===== src/rtl/operand_packer_pkg.sv =====
// Shared types for the operand packer: element type, operand kinds,
// FSM state encoding and small elaboration-time helpers.
package operand_packer_pkg;

  localparam int DATA_TYPE_SIZE = 16;

  typedef logic [DATA_TYPE_SIZE-1:0] data_type;

  typedef enum logic [1:0] {
    OP_ACT    = 2'd0,
    OP_WEIGHT = 2'd1,
    OP_OFFSET = 2'd2,
    OP_RSVD   = 2'd3
  } operand_kind_t;

  typedef enum logic {
    ST_FILL = 1'b0,
    ST_PUSH = 1'b1
  } pack_state_t;

  // Larger of two elaboration-time integers (pack register lane count).
  function automatic int max_int(input int a, input int b);
    return (a > b) ? a : b;
  endfunction

endpackage


===== src/rtl/operand_packer_if.sv =====
// Bundle of the element stream, the three row-wide FIFO write ports and the
// status lines between operand_packer and its neighbours.
interface operand_packer_if
  import operand_packer_pkg::*;
#(
  parameter int SYSTOL_ACTIVATION_COUNT = 16,
  parameter int SYSTOL_WEIGHT_COUNT     = 16
) ();

  logic                                   cu_rst_busy_i;

  data_type                               s_data_i;
  operand_kind_t                          s_kind_i;
  logic                                   s_valid_i;
  logic                                   s_ready_o;

  data_type [0:SYSTOL_ACTIVATION_COUNT-1] activation_o;
  logic                                   activation_wr_en_o;
  logic                                   activation_full_i;

  data_type [0:SYSTOL_WEIGHT_COUNT-1]     weight_o;
  logic                                   weight_wr_en_o;
  logic                                   weight_full_i;

  data_type [0:SYSTOL_WEIGHT_COUNT-1]     offset_o;
  logic                                   offset_wr_en_o;
  logic                                   offset_full_i;

  logic                                   weight_update_o;
  logic                                   error_o;

  // Packer side: consumes the stream, drives the FIFO writes.
  modport master (
    input  cu_rst_busy_i,
    input  s_data_i, s_kind_i, s_valid_i,
    output s_ready_o,
    output activation_o, activation_wr_en_o,
    input  activation_full_i,
    output weight_o, weight_wr_en_o,
    input  weight_full_i,
    output offset_o, offset_wr_en_o,
    input  offset_full_i,
    output weight_update_o, error_o
  );

  // Environment side: stream source plus computing_unit FIFOs.
  modport slave (
    output cu_rst_busy_i,
    output s_data_i, s_kind_i, s_valid_i,
    input  s_ready_o,
    input  activation_o, activation_wr_en_o,
    output activation_full_i,
    input  weight_o, weight_wr_en_o,
    output weight_full_i,
    input  offset_o, offset_wr_en_o,
    output offset_full_i,
    input  weight_update_o, error_o
  );

endinterface


===== src/rtl/operand_packer_row_packer.sv =====
// Lane register with write-lane counter. Each write stores one element at
// the current lane; the counter wraps to 0 after the lane len-1 write.
module row_packer
  import operand_packer_pkg::*;
#(
  parameter int MAX_LANES = 16,
  parameter int CW        = $clog2(MAX_LANES + 1)
) (
  input  logic                       clk_i,
  input  logic                       rst_i,
  input  logic                       i_wr,
  input  data_type                   i_data,
  input  logic [CW-1:0]              i_len,
  output logic [CW-1:0]              o_lane_ctr,
  output logic                       o_last,
  output data_type [0:MAX_LANES-1]   o_lanes
);

  logic [CW-1:0]             r_lane_ctr;
  data_type [0:MAX_LANES-1]  r_lanes;

  assign o_last     = (r_lane_ctr == (i_len - CW'(1)));
  assign o_lane_ctr = r_lane_ctr;
  assign o_lanes    = r_lanes;

  // Advance the write lane per stored element, wrapping at the row end.
  always_ff @(posedge clk_i or negedge rst_i) begin
    if (!rst_i) begin
      r_lane_ctr <= {CW{1'b0}};
    end else if (i_wr) begin
      r_lane_ctr <= o_last ? {CW{1'b0}} : (r_lane_ctr + CW'(1));
    end
  end

  // Store the incoming element into the lane selected by the counter.
  always_ff @(posedge clk_i or negedge rst_i) begin
    if (!rst_i) begin
      r_lanes <= '0;
    end else if (i_wr) begin
      for (int i = 0; i < MAX_LANES; i++) begin
        if (r_lane_ctr == CW'(i)) begin
          r_lanes[i] <= i_data;
        end
      end
    end
  end

endmodule


===== src/rtl/operand_packer.sv =====
// Packs a narrow tagged element stream into full activation / weight /
// offset rows and writes each row into the matching computing_unit FIFO.
// Emits a one-cycle weight_update after every complete weight tile.
module operand_packer
  import operand_packer_pkg::*;
#(
  parameter int SYSTOL_ACTIVATION_COUNT = 16,
  parameter int SYSTOL_WEIGHT_COUNT     = 16
) (
  input  logic             clk_i,
  input  logic             rst_i,
  operand_packer_if.master bus
);

  localparam int MAX_LANES = max_int(SYSTOL_ACTIVATION_COUNT, SYSTOL_WEIGHT_COUNT);
  localparam int CW        = $clog2(MAX_LANES + 1);
  localparam int TW        = (SYSTOL_ACTIVATION_COUNT > 1) ? $clog2(SYSTOL_ACTIVATION_COUNT) : 1;

  pack_state_t               r_state;
  pack_state_t               w_next_state;
  operand_kind_t             r_row_kind;
  logic [TW-1:0]             r_tile_ctr;
  logic                      r_weight_update;
  logic                      r_error;

  logic [CW-1:0]             w_lane_ctr;
  logic                      w_last;
  data_type [0:MAX_LANES-1]  w_lanes;

  logic                      w_row_active;
  operand_kind_t             w_eff_kind;
  logic [CW-1:0]             w_len;
  logic                      w_kind_ok;
  logic                      w_accept;
  logic                      w_good;
  logic                      w_bad;
  logic                      w_sel_full;
  logic                      w_push;
  logic                      w_s_ready;
  logic                      w_act_wr;
  logic                      w_wgt_wr;
  logic                      w_off_wr;
  logic                      w_tile_last;

  // A row is in progress once its first element has been stored; the row
  // kind register is only meaningful from then on (and through PUSH).
  assign w_row_active = (w_lane_ctr != {CW{1'b0}});
  assign w_eff_kind   = w_row_active ? r_row_kind : bus.s_kind_i;
  assign w_len        = (w_eff_kind == OP_ACT) ? CW'(SYSTOL_ACTIVATION_COUNT)
                                               : CW'(SYSTOL_WEIGHT_COUNT);

  // Reserved beats and mid-row kind changes are consumed but never stored.
  assign w_kind_ok = (bus.s_kind_i != OP_RSVD) &&
                     (!w_row_active || (bus.s_kind_i == r_row_kind));
  assign w_accept  = bus.s_valid_i & w_s_ready;
  assign w_good    = w_accept & w_kind_ok;
  assign w_bad     = w_accept & ~w_kind_ok;

  assign w_tile_last = (r_tile_ctr == TW'(SYSTOL_ACTIVATION_COUNT - 1));

  row_packer #(
    .MAX_LANES (MAX_LANES),
    .CW        (CW)
  ) u_row_packer (
    .clk_i      (clk_i),
    .rst_i      (rst_i),
    .i_wr       (w_good),
    .i_data     (bus.s_data_i),
    .i_len      (w_len),
    .o_lane_ctr (w_lane_ctr),
    .o_last     (w_last),
    .o_lanes    (w_lanes)
  );

  // Full flag of the FIFO the current row is destined for.
  always_comb begin
    case (r_row_kind)
      OP_ACT:    w_sel_full = bus.activation_full_i;
      OP_WEIGHT: w_sel_full = bus.weight_full_i;
      OP_OFFSET: w_sel_full = bus.offset_full_i;
      default:   w_sel_full = 1'b1;
    endcase
  end

  // FSM state register.
  always_ff @(posedge clk_i or negedge rst_i) begin
    if (!rst_i) begin
      r_state <= ST_FILL;
    end else begin
      r_state <= w_next_state;
    end
  end

  // FSM next state: leave FILL on the last stored element, leave PUSH on the write.
  always_comb begin
    case (r_state)
      ST_FILL: begin
        if (w_good && w_last) begin
          w_next_state = ST_PUSH;
        end else begin
          w_next_state = ST_FILL;
        end
      end
      ST_PUSH: begin
        if (w_push) begin
          w_next_state = ST_FILL;
        end else begin
          w_next_state = ST_PUSH;
        end
      end
      default: w_next_state = ST_FILL;
    endcase
  end

  // FSM outputs: stream ready in FILL, kind-routed FIFO write in PUSH.
  always_comb begin
    w_s_ready = 1'b0;
    w_push    = 1'b0;
    w_act_wr  = 1'b0;
    w_wgt_wr  = 1'b0;
    w_off_wr  = 1'b0;
    case (r_state)
      ST_FILL: begin
        w_s_ready = rst_i & ~bus.cu_rst_busy_i;
      end
      ST_PUSH: begin
        w_push = ~w_sel_full & ~bus.cu_rst_busy_i;
        case (r_row_kind)
          OP_ACT:    w_act_wr = w_push;
          OP_WEIGHT: w_wgt_wr = w_push;
          OP_OFFSET: w_off_wr = w_push;
          default:   w_act_wr = 1'b0;
        endcase
      end
      default: begin
        w_s_ready = 1'b0;
      end
    endcase
  end

  // Capture the kind of a row on its first stored element.
  always_ff @(posedge clk_i or negedge rst_i) begin
    if (!rst_i) begin
      r_row_kind <= OP_ACT;
    end else if (w_good && !w_row_active) begin
      r_row_kind <= bus.s_kind_i;
    end
  end

  // Count weight rows per tile and flag the tile-completing push one cycle later.
  always_ff @(posedge clk_i or negedge rst_i) begin
    if (!rst_i) begin
      r_tile_ctr      <= {TW{1'b0}};
      r_weight_update <= 1'b0;
    end else begin
      r_weight_update <= 1'b0;
      if (w_wgt_wr) begin
        if (w_tile_last) begin
          r_tile_ctr      <= {TW{1'b0}};
          r_weight_update <= 1'b1;
        end else begin
          r_tile_ctr <= r_tile_ctr + TW'(1);
        end
      end
    end
  end

  // Sticky protocol error, cleared only by reset.
  always_ff @(posedge clk_i or negedge rst_i) begin
    if (!rst_i) begin
      r_error <= 1'b0;
    end else if (w_bad) begin
      r_error <= 1'b1;
    end
  end

  assign bus.s_ready_o          = w_s_ready;
  assign bus.activation_o       = w_lanes[0:SYSTOL_ACTIVATION_COUNT-1];
  assign bus.weight_o           = w_lanes[0:SYSTOL_WEIGHT_COUNT-1];
  assign bus.offset_o           = w_lanes[0:SYSTOL_WEIGHT_COUNT-1];
  assign bus.activation_wr_en_o = w_act_wr;
  assign bus.weight_wr_en_o     = w_wgt_wr;
  assign bus.offset_wr_en_o     = w_off_wr;
  assign bus.weight_update_o    = r_weight_update;
  assign bus.error_o            = r_error;

endmodule


===== src/flat_wrapper.sv =====
// flat-port wrapper written by rule: the top's interface ports become plain ports
module operand_packer_flat import operand_packer_pkg::*;
#(
  parameter int SYSTOL_ACTIVATION_COUNT = 16,
  parameter int SYSTOL_WEIGHT_COUNT     = 16
)
  (clk_i, rst_i, bus_cu_rst_busy_i, bus_s_data_i, bus_s_kind_i, bus_s_valid_i, bus_s_ready_o, bus_activation_o, bus_activation_wr_en_o, bus_activation_full_i, bus_weight_o, bus_weight_wr_en_o, bus_weight_full_i, bus_offset_o, bus_offset_wr_en_o, bus_offset_full_i, bus_weight_update_o, bus_error_o);
  operand_packer_if #(.SYSTOL_ACTIVATION_COUNT(SYSTOL_ACTIVATION_COUNT), .SYSTOL_WEIGHT_COUNT(SYSTOL_WEIGHT_COUNT)) bus_i ();
  input  logic clk_i;
  input  logic rst_i;
  input wire logic [$bits(bus_i.cu_rst_busy_i)-1:0] bus_cu_rst_busy_i;
  input wire logic [$bits(bus_i.s_data_i)-1:0] bus_s_data_i;
  input wire logic [$bits(bus_i.s_kind_i)-1:0] bus_s_kind_i;
  input wire logic [$bits(bus_i.s_valid_i)-1:0] bus_s_valid_i;
  output wire logic [$bits(bus_i.s_ready_o)-1:0] bus_s_ready_o;
  output wire logic [$bits(bus_i.activation_o)-1:0] bus_activation_o;
  output wire logic [$bits(bus_i.activation_wr_en_o)-1:0] bus_activation_wr_en_o;
  input wire logic [$bits(bus_i.activation_full_i)-1:0] bus_activation_full_i;
  output wire logic [$bits(bus_i.weight_o)-1:0] bus_weight_o;
  output wire logic [$bits(bus_i.weight_wr_en_o)-1:0] bus_weight_wr_en_o;
  input wire logic [$bits(bus_i.weight_full_i)-1:0] bus_weight_full_i;
  output wire logic [$bits(bus_i.offset_o)-1:0] bus_offset_o;
  output wire logic [$bits(bus_i.offset_wr_en_o)-1:0] bus_offset_wr_en_o;
  input wire logic [$bits(bus_i.offset_full_i)-1:0] bus_offset_full_i;
  output wire logic [$bits(bus_i.weight_update_o)-1:0] bus_weight_update_o;
  output wire logic [$bits(bus_i.error_o)-1:0] bus_error_o;
  assign bus_i.cu_rst_busy_i = bus_cu_rst_busy_i;
  assign bus_i.s_data_i = bus_s_data_i;
  assign bus_i.s_kind_i = bus_s_kind_i;
  assign bus_i.s_valid_i = bus_s_valid_i;
  assign bus_s_ready_o = bus_i.s_ready_o;
  assign bus_activation_o = bus_i.activation_o;
  assign bus_activation_wr_en_o = bus_i.activation_wr_en_o;
  assign bus_i.activation_full_i = bus_activation_full_i;
  assign bus_weight_o = bus_i.weight_o;
  assign bus_weight_wr_en_o = bus_i.weight_wr_en_o;
  assign bus_i.weight_full_i = bus_weight_full_i;
  assign bus_offset_o = bus_i.offset_o;
  assign bus_offset_wr_en_o = bus_i.offset_wr_en_o;
  assign bus_i.offset_full_i = bus_offset_full_i;
  assign bus_weight_update_o = bus_i.weight_update_o;
  assign bus_error_o = bus_i.error_o;
  operand_packer #(.SYSTOL_ACTIVATION_COUNT(SYSTOL_ACTIVATION_COUNT), .SYSTOL_WEIGHT_COUNT(SYSTOL_WEIGHT_COUNT)) u_core (.clk_i(clk_i), .rst_i(rst_i), .bus(bus_i));
endmodule

===== config.mk =====
export PLATFORM = sky130hd
export DESIGN_NAME = operand_packer_flat
export DESIGN_NICKNAME = d
export VERILOG_FILES = /design/src/rtl/operand_packer_pkg.sv /design/src/rtl/operand_packer_if.sv /design/src/rtl/operand_packer_row_packer.sv /design/src/rtl/operand_packer.sv /design/src/flat_wrapper.sv
export SDC_FILE = /design/constraint.sdc
export NUM_CORES = 1
export LEC_CHECK = 0
export CAP_MARGIN = 20
export CORE_AREA = 5 5 309 311
export DETAILED_ROUTE_END_ITERATION = 8
export DIE_AREA = 0 0 314 316
export MAX_ROUTING_LAYER = met4
export SYNTH_ARGS = -nofsm -noshare
export SYNTH_HDL_FRONTEND = slang
export SYNTH_SLANG_ARGS = --single-unit

===== constraint.sdc =====
create_clock -name clk_i -period 2.2 [get_ports clk_i]
set_input_delay 0.44 -clock clk_i [delete_from_list [all_inputs] [get_ports clk_i]]
set_output_delay 0.44 -clock clk_i [all_outputs]
set_load 0.01 [all_outputs]

; ---- Word level (Yosys, flattened, before mapping)
; Cells that the tools add are included.
[classes]
n_reduce_logical = 24
n_eq_ne = 20
n_addsub = 2
bitwise = 9
n_mux = 16
[ops]
columns = op, n
row1 = "5-bit by 4-bit equality test with 1-bit output, second input constant", 8
row2 = 2-bit AND reduction, 16
row3 = "5-bit by 3-bit equality test with 1-bit output, second input constant", 4
row4 = 1-bit two-way mux, 12
row5 = "5-bit by 2-bit equality test with 1-bit output, second input constant", 2
row6 = "5-bit by 1-bit adder with 5-bit output, second input constant", 1
row7 = 1-bit bitwise AND, 5
row8 = "5-bit by 1-bit equality test with 1-bit output, second input constant", 1
row9 = 5-bit logical NOT, 1
row10 = 5-bit two-way mux, 1
row11 = 5-bit nonzero test, 1
row12 = "4-bit by 1-bit adder with 4-bit output, second input constant", 1
row13 = "4-bit equality test, second input constant", 1
row14 = 4-bit two-way mux, 1
row15 = 1-bit inverter, 4
row16 = 1-bit logical AND, 3
row17 = 1-bit case mux with 3 select lines, 1
row18 = "2-bit by 1-bit equality test with 1-bit output, second input constant", 1
row19 = 2-bit equality test, 1
row20 = "2-bit equality test, second input constant", 1
row21 = 2-bit logical NOT, 1
row22 = "2-bit inequality test, second input constant", 1
row23 = 1-bit case mux with 2 select lines, 1
row24 = 1-bit logical NOT, 1
row25 = 1-bit logical OR, 1
[word_totals]
inputBits = 25
output_inout_bits = 774
reg_bits = 270
wordCells = 93

; ---- Longest topological paths before layout
[depth]
word_depth = 8
depth_mapped = 8
depth_no_buf = 6

; ---- Modules after synthesis
; A second synthesis with hierarchy kept.
[unflattened]
cells_unflattened = 1180
area_unflattened_um2 = 14605.3
[modules_own_cells]
columns = mod, seq_area_each_um2, n_inst, area_each_um2, cells_each
row1 = row_packer, 6531.3, 1, 10232.3, 615
row2 = operand_packer, 225.2, 1, 4372.9, 565

; ---- Worst setup path before layout
; Ideal clock, no wire load.
[synth_timing]
kind = register -> register
startpoint = reg u_core.u_row_packer.r_lane_ctr[0], in the netlist u_core.u_row_packer.o_lane_ctr[0]
endpoint = reg u_core.u_row_packer.r_lanes (netlist bit u_core.u_row_packer.o_lanes[10])
arrival_ns = 2.006
setup_time_ns = 0.125
n_path_buf = 2
period_less_slack_ns = 2.130
path_stages_with_launch = 9
path_slack_ns = 0.070
t_required_ns = 2.075
cell_sequence = dfrtp_1 inv_1 ha_1 nor4b_1 a21o_2 and3_1 buf_2 buf_2 mux2_2
[synth_between]
elab_chain_len = 6
elab_cells_between_ends = 7
cone_classes = eq/ne: 1 / bitwise: 1 / reduce/logical: 5
[synth_lines]
columns = element, line
row1 = start: declaration, operand_packer_row_packer.sv:19  ; logic [CW-1:0] r_lane_ctr;
row2 = start signal: assignment, operand_packer_row_packer.sv:29  ; r_lane_ctr <= {CW{1'b0}};
row3 = start signal: assignment, operand_packer_row_packer.sv:31  ; r_lane_ctr <= o_last ? {CW{1'b0}} : (r_lane_ctr + CW'(1));
row4 = 5-bit nonzero test, operand_packer.sv:47  ; assign w_row_active = (w_lane_ctr != {CW{1'b0}});
row5 = 1-bit logical NOT, operand_packer.sv:54  ; (!w_row_active || (bus.s_kind_i == r_row_kind));
row6 = 1-bit logical OR, operand_packer.sv:54
row7 = 1-bit logical AND, operand_packer.sv:53  ; assign w_kind_ok = (bus.s_kind_i != OP_RSVD) &&
row8 = 1-bit bitwise AND, operand_packer.sv:56  ; assign w_good = w_accept & w_kind_ok;
row9 = 2-bit AND reduction (no source line) (*), --
row10 = end signal: indexed assignment, operand_packer_row_packer.sv:42  ; r_lanes[i] <= i_data;
row11 = end: declaration, operand_packer_row_packer.sv:20  ; data_type [0:MAX_LANES-1] r_lanes;
; Every way passes the cells marked *; elsewhere a longest branch is shown, timed or not.
; A chain may end at the register's enable or synchronous reset.

; ---- Worst setup path after layout
[layout_timing]
startpoint = reg u_core.u_row_packer.r_lanes (netlist bit u_core.u_row_packer.o_lanes[202])
endpoint = out bus_activation_o[202]
[layout_lines]
columns = element, line
row1 = end: declaration, flat_wrapper.sv:16  ; output wire logic [$bits(bus_i.activation_o)-1:0] bus_activation_o;
; No word-level cell between the ends.

==> flow_summary.ini <==
[outcome]
status = completed

[finish]
final_layout_size_suffix_gt1_share_pct = 27.7
area.growth.synth_to_final_pct = 50.4
final_util_pct = 23.5
nets = 1538
final_cell_mix = clkdlybuf4s50_1, mux2_2, dfrtp_1, buf_4, clkbuf_16
fin_area_um2 = 21700
final_common_cell = clkdlybuf4s50_1

[die]
die_w_um = 314
dieArea_um2 = 99200
core-area_um2 = 92500
io_pins = 799
die_h_um = 316
num_rows = 112
start_util_pct = 15.6

[sta]
fmax_mhz = 467
rsz0062_at_grt = false
finalSetupViolations = 0
tightest_slew_ps = 923
max_slew_margin_pct = 38.4
fin_crit_sh_pct = 97.3
period_minus_slack_ps = 2140
final_hold_viol_count = 0
fin_setup_tns_ps = 0
skew_ps = 17.7
setup_ws_ps = 59.3
maxSlewViolCount = 0

[drt]
wl_per_cell_um = 23.4
drtIter0Drc = 357
via_per_inst = 3.52
detail_route.first_pass.iterations = 4
drc_errors = 0
drt_wl_total_mm = 63.9
num_vias = 9616
detail-route-antenna-nets = 0

[placement]
gp_congestion = 0.845
hpwl_mm = 49.0
io_buffers = 798
preCtsSetupSlack_ps = -480
postPlaceCellArea_um2 = 20600

[yosys]
avgSynthCellArea_um2 = 12.4
synth_compound_area_share_pct = 0.684
yosysTopAreaCell = dfrtp_1
synth_area_leaders = dfrtp_1, buf_4, mux2_2, nor4_4, clkbuf_1
synth-simple-area-share_pct = 3.23
synth_adder_area_share_pct = 0.433
synth_cell_type_count = 41
synth_top_family_by_area = buffers and inverters
synthXorXnorAreaFrac_pct = 0.243
yosysWarnings = 0
synth_nets = 1195
synth_area_um2 = 14400
yosysSeqAreaShare_pct = 46.8
synthDominantCellAreaShare_pct = 46.8
netlist_instances = 1165
synthMuxAreaShare_pct = 20.3
synth-seq-cells = 270

[global_routing]
antenna_found_initial = 4
grt_usage_pct = 12.5
grt_max_degree = 133
grt_pass1_wl_mm = 86.0
overflow = 0
first_global_vias = 10526

[cts]
root_buffer = clkbuf_16
clock_path_buffers = 3
clk_pin_slew_ps = 60
htreeDepth = 2
tritoncts = yes
numCtsBuffers = 36
cts.sinks = 270
clk-insertion-delay-late_ps = 540
post-cts-setup-buffer-count = 0

[pwr]
p_per_area_nw_per_um2 = 965
power.leakage_nw = 9.18
peakVddDrop_mv = 0.553

[setup_path]
worstSetupPathType = reg2out
cpPeakStageDelay_ps = 680
crit_chain = clkdlybuf4s50_1
crit_fanout = 4
cp.required_ps = 1760
cp-start-kind = flip-flop
cp-end-kind = output pin
critPathBufInv = 1
crit_slowest_cell = clkdlybuf4s50_1
cp_data_arrival_time_ps = 1700
path_delay_family = buffers and inverters

[job]
maxCapViolCount = 0

[hold_path]
hp-class = in2async
flip-flops by register name (all words and copies together), names as in the netlist:
name / cells
u_core.r_row_kind: 2
u_core.bus.weight_update_o: 1
u_core.r_state: 1
u_core.r_tile_ctr: 4
u_core.u_row_packer.o_lane_ctr: 5
u_core.u_row_packer.o_lanes: 256
u_core.bus.error_o: 1
Yosys cell counts, drive strengths merged:
cell     number
clkbuf       20
mux2        260
and3          3
and2b         1
nand3         8
or2           1
a31oi         1
nor2b         2
nor4          5
a21oi         3
and2          2
nand2         5
o21a          1
nor3          3
o21bai        1
nor2          1
and4          2
nor4b         3
nand4         7
inv           4
and4b         1
ha            5
a21o          3
a211oi        1
nor3b         3
nand2b        3
buf         534
and4bb        1
xnor2         4
nand4bb       1
dfrtp       270
o21ai         6
per-stage QoR:
step | total power [mW] | hold slack [ps] | cells
finish | 21.0 | 35.5 | 2734
global route | 22.0 | 55.0 | 2730
CTS | 21.5 | 43.5 | 2730
detailed placement | 15.6 | 463 | 2666
global placement | 15.5 | 455 | 2666
floorplan | 11.2 | 144 | 1165
cells by family after synthesis:
logic type / Yosys count
multiplexers: 260
AND/OR/NAND/NOR: 52
buffers and inverters: 558
flip-flops: 270
adder cells (fa/ha/maj): 5
AO/OA/AOI/OAI: 16
XOR/XNOR: 4
area by class of cell:
| class | instances | area [um2] |
|---|---|---|
| timing repair buffer | 859 | 8660 |
| clock buffer | 46 | 978 |
| sequential | 270 | 6770 |
| antenna | 4 | 10.0 |
| multi-input combinational | 337 | 3640 |
| fill | 9727 | 70800 |
| clock inverter | 17 | 154 |
| tap | 1197 | 1500 |
| inverter | 4 | 15.0 |
final timing paths:
check,to,slack [ps],cells after the start,startpoint
max,bus_activation_o[202],60,1,u_core.u_row_packer.o_lanes[202]
min,u_core.u_row_packer.o_lanes[191],40,3,rst_i
max reg2reg,u_core.u_row_packer.o_lanes[183],130,6,u_core.r_state
min reg2reg,u_core.bus.error_o,490,1,u_core.bus.error_o
max in group asynchronous,u_core.u_row_packer.o_lanes[58],350,4,rst_i
min in group clk_i,u_core.bus.error_o,490,1,u_core.bus.error_o
per-layer routing:
metal / vias up / GRT usage (%) / wire length, um
met3: 74 / 2.94 / 4060
met5: - / - / 0
met1: 4991 / 14.8 / 25700
met2: 490 / 21.6 / 32300
met4: 0 / 3.39 / 1760
li1: 4061 / - / -
power by group:
part           switching [mW]  internal [mW]
clock                    2.42           3.30
combinational            3.46           4.62
sequential               1.36           5.81
repair_timing:
action / CTS / global route
cloned: 0 / 0
resized for setup: 45 / 8
endpoints found under the setup margin: 43 / 20
pin swaps: 0 / 1
hold buffers: 1 / 0
hold endpoints to repair: 12 / 0
No activity file was read; power rests on OpenSTA's default activity.
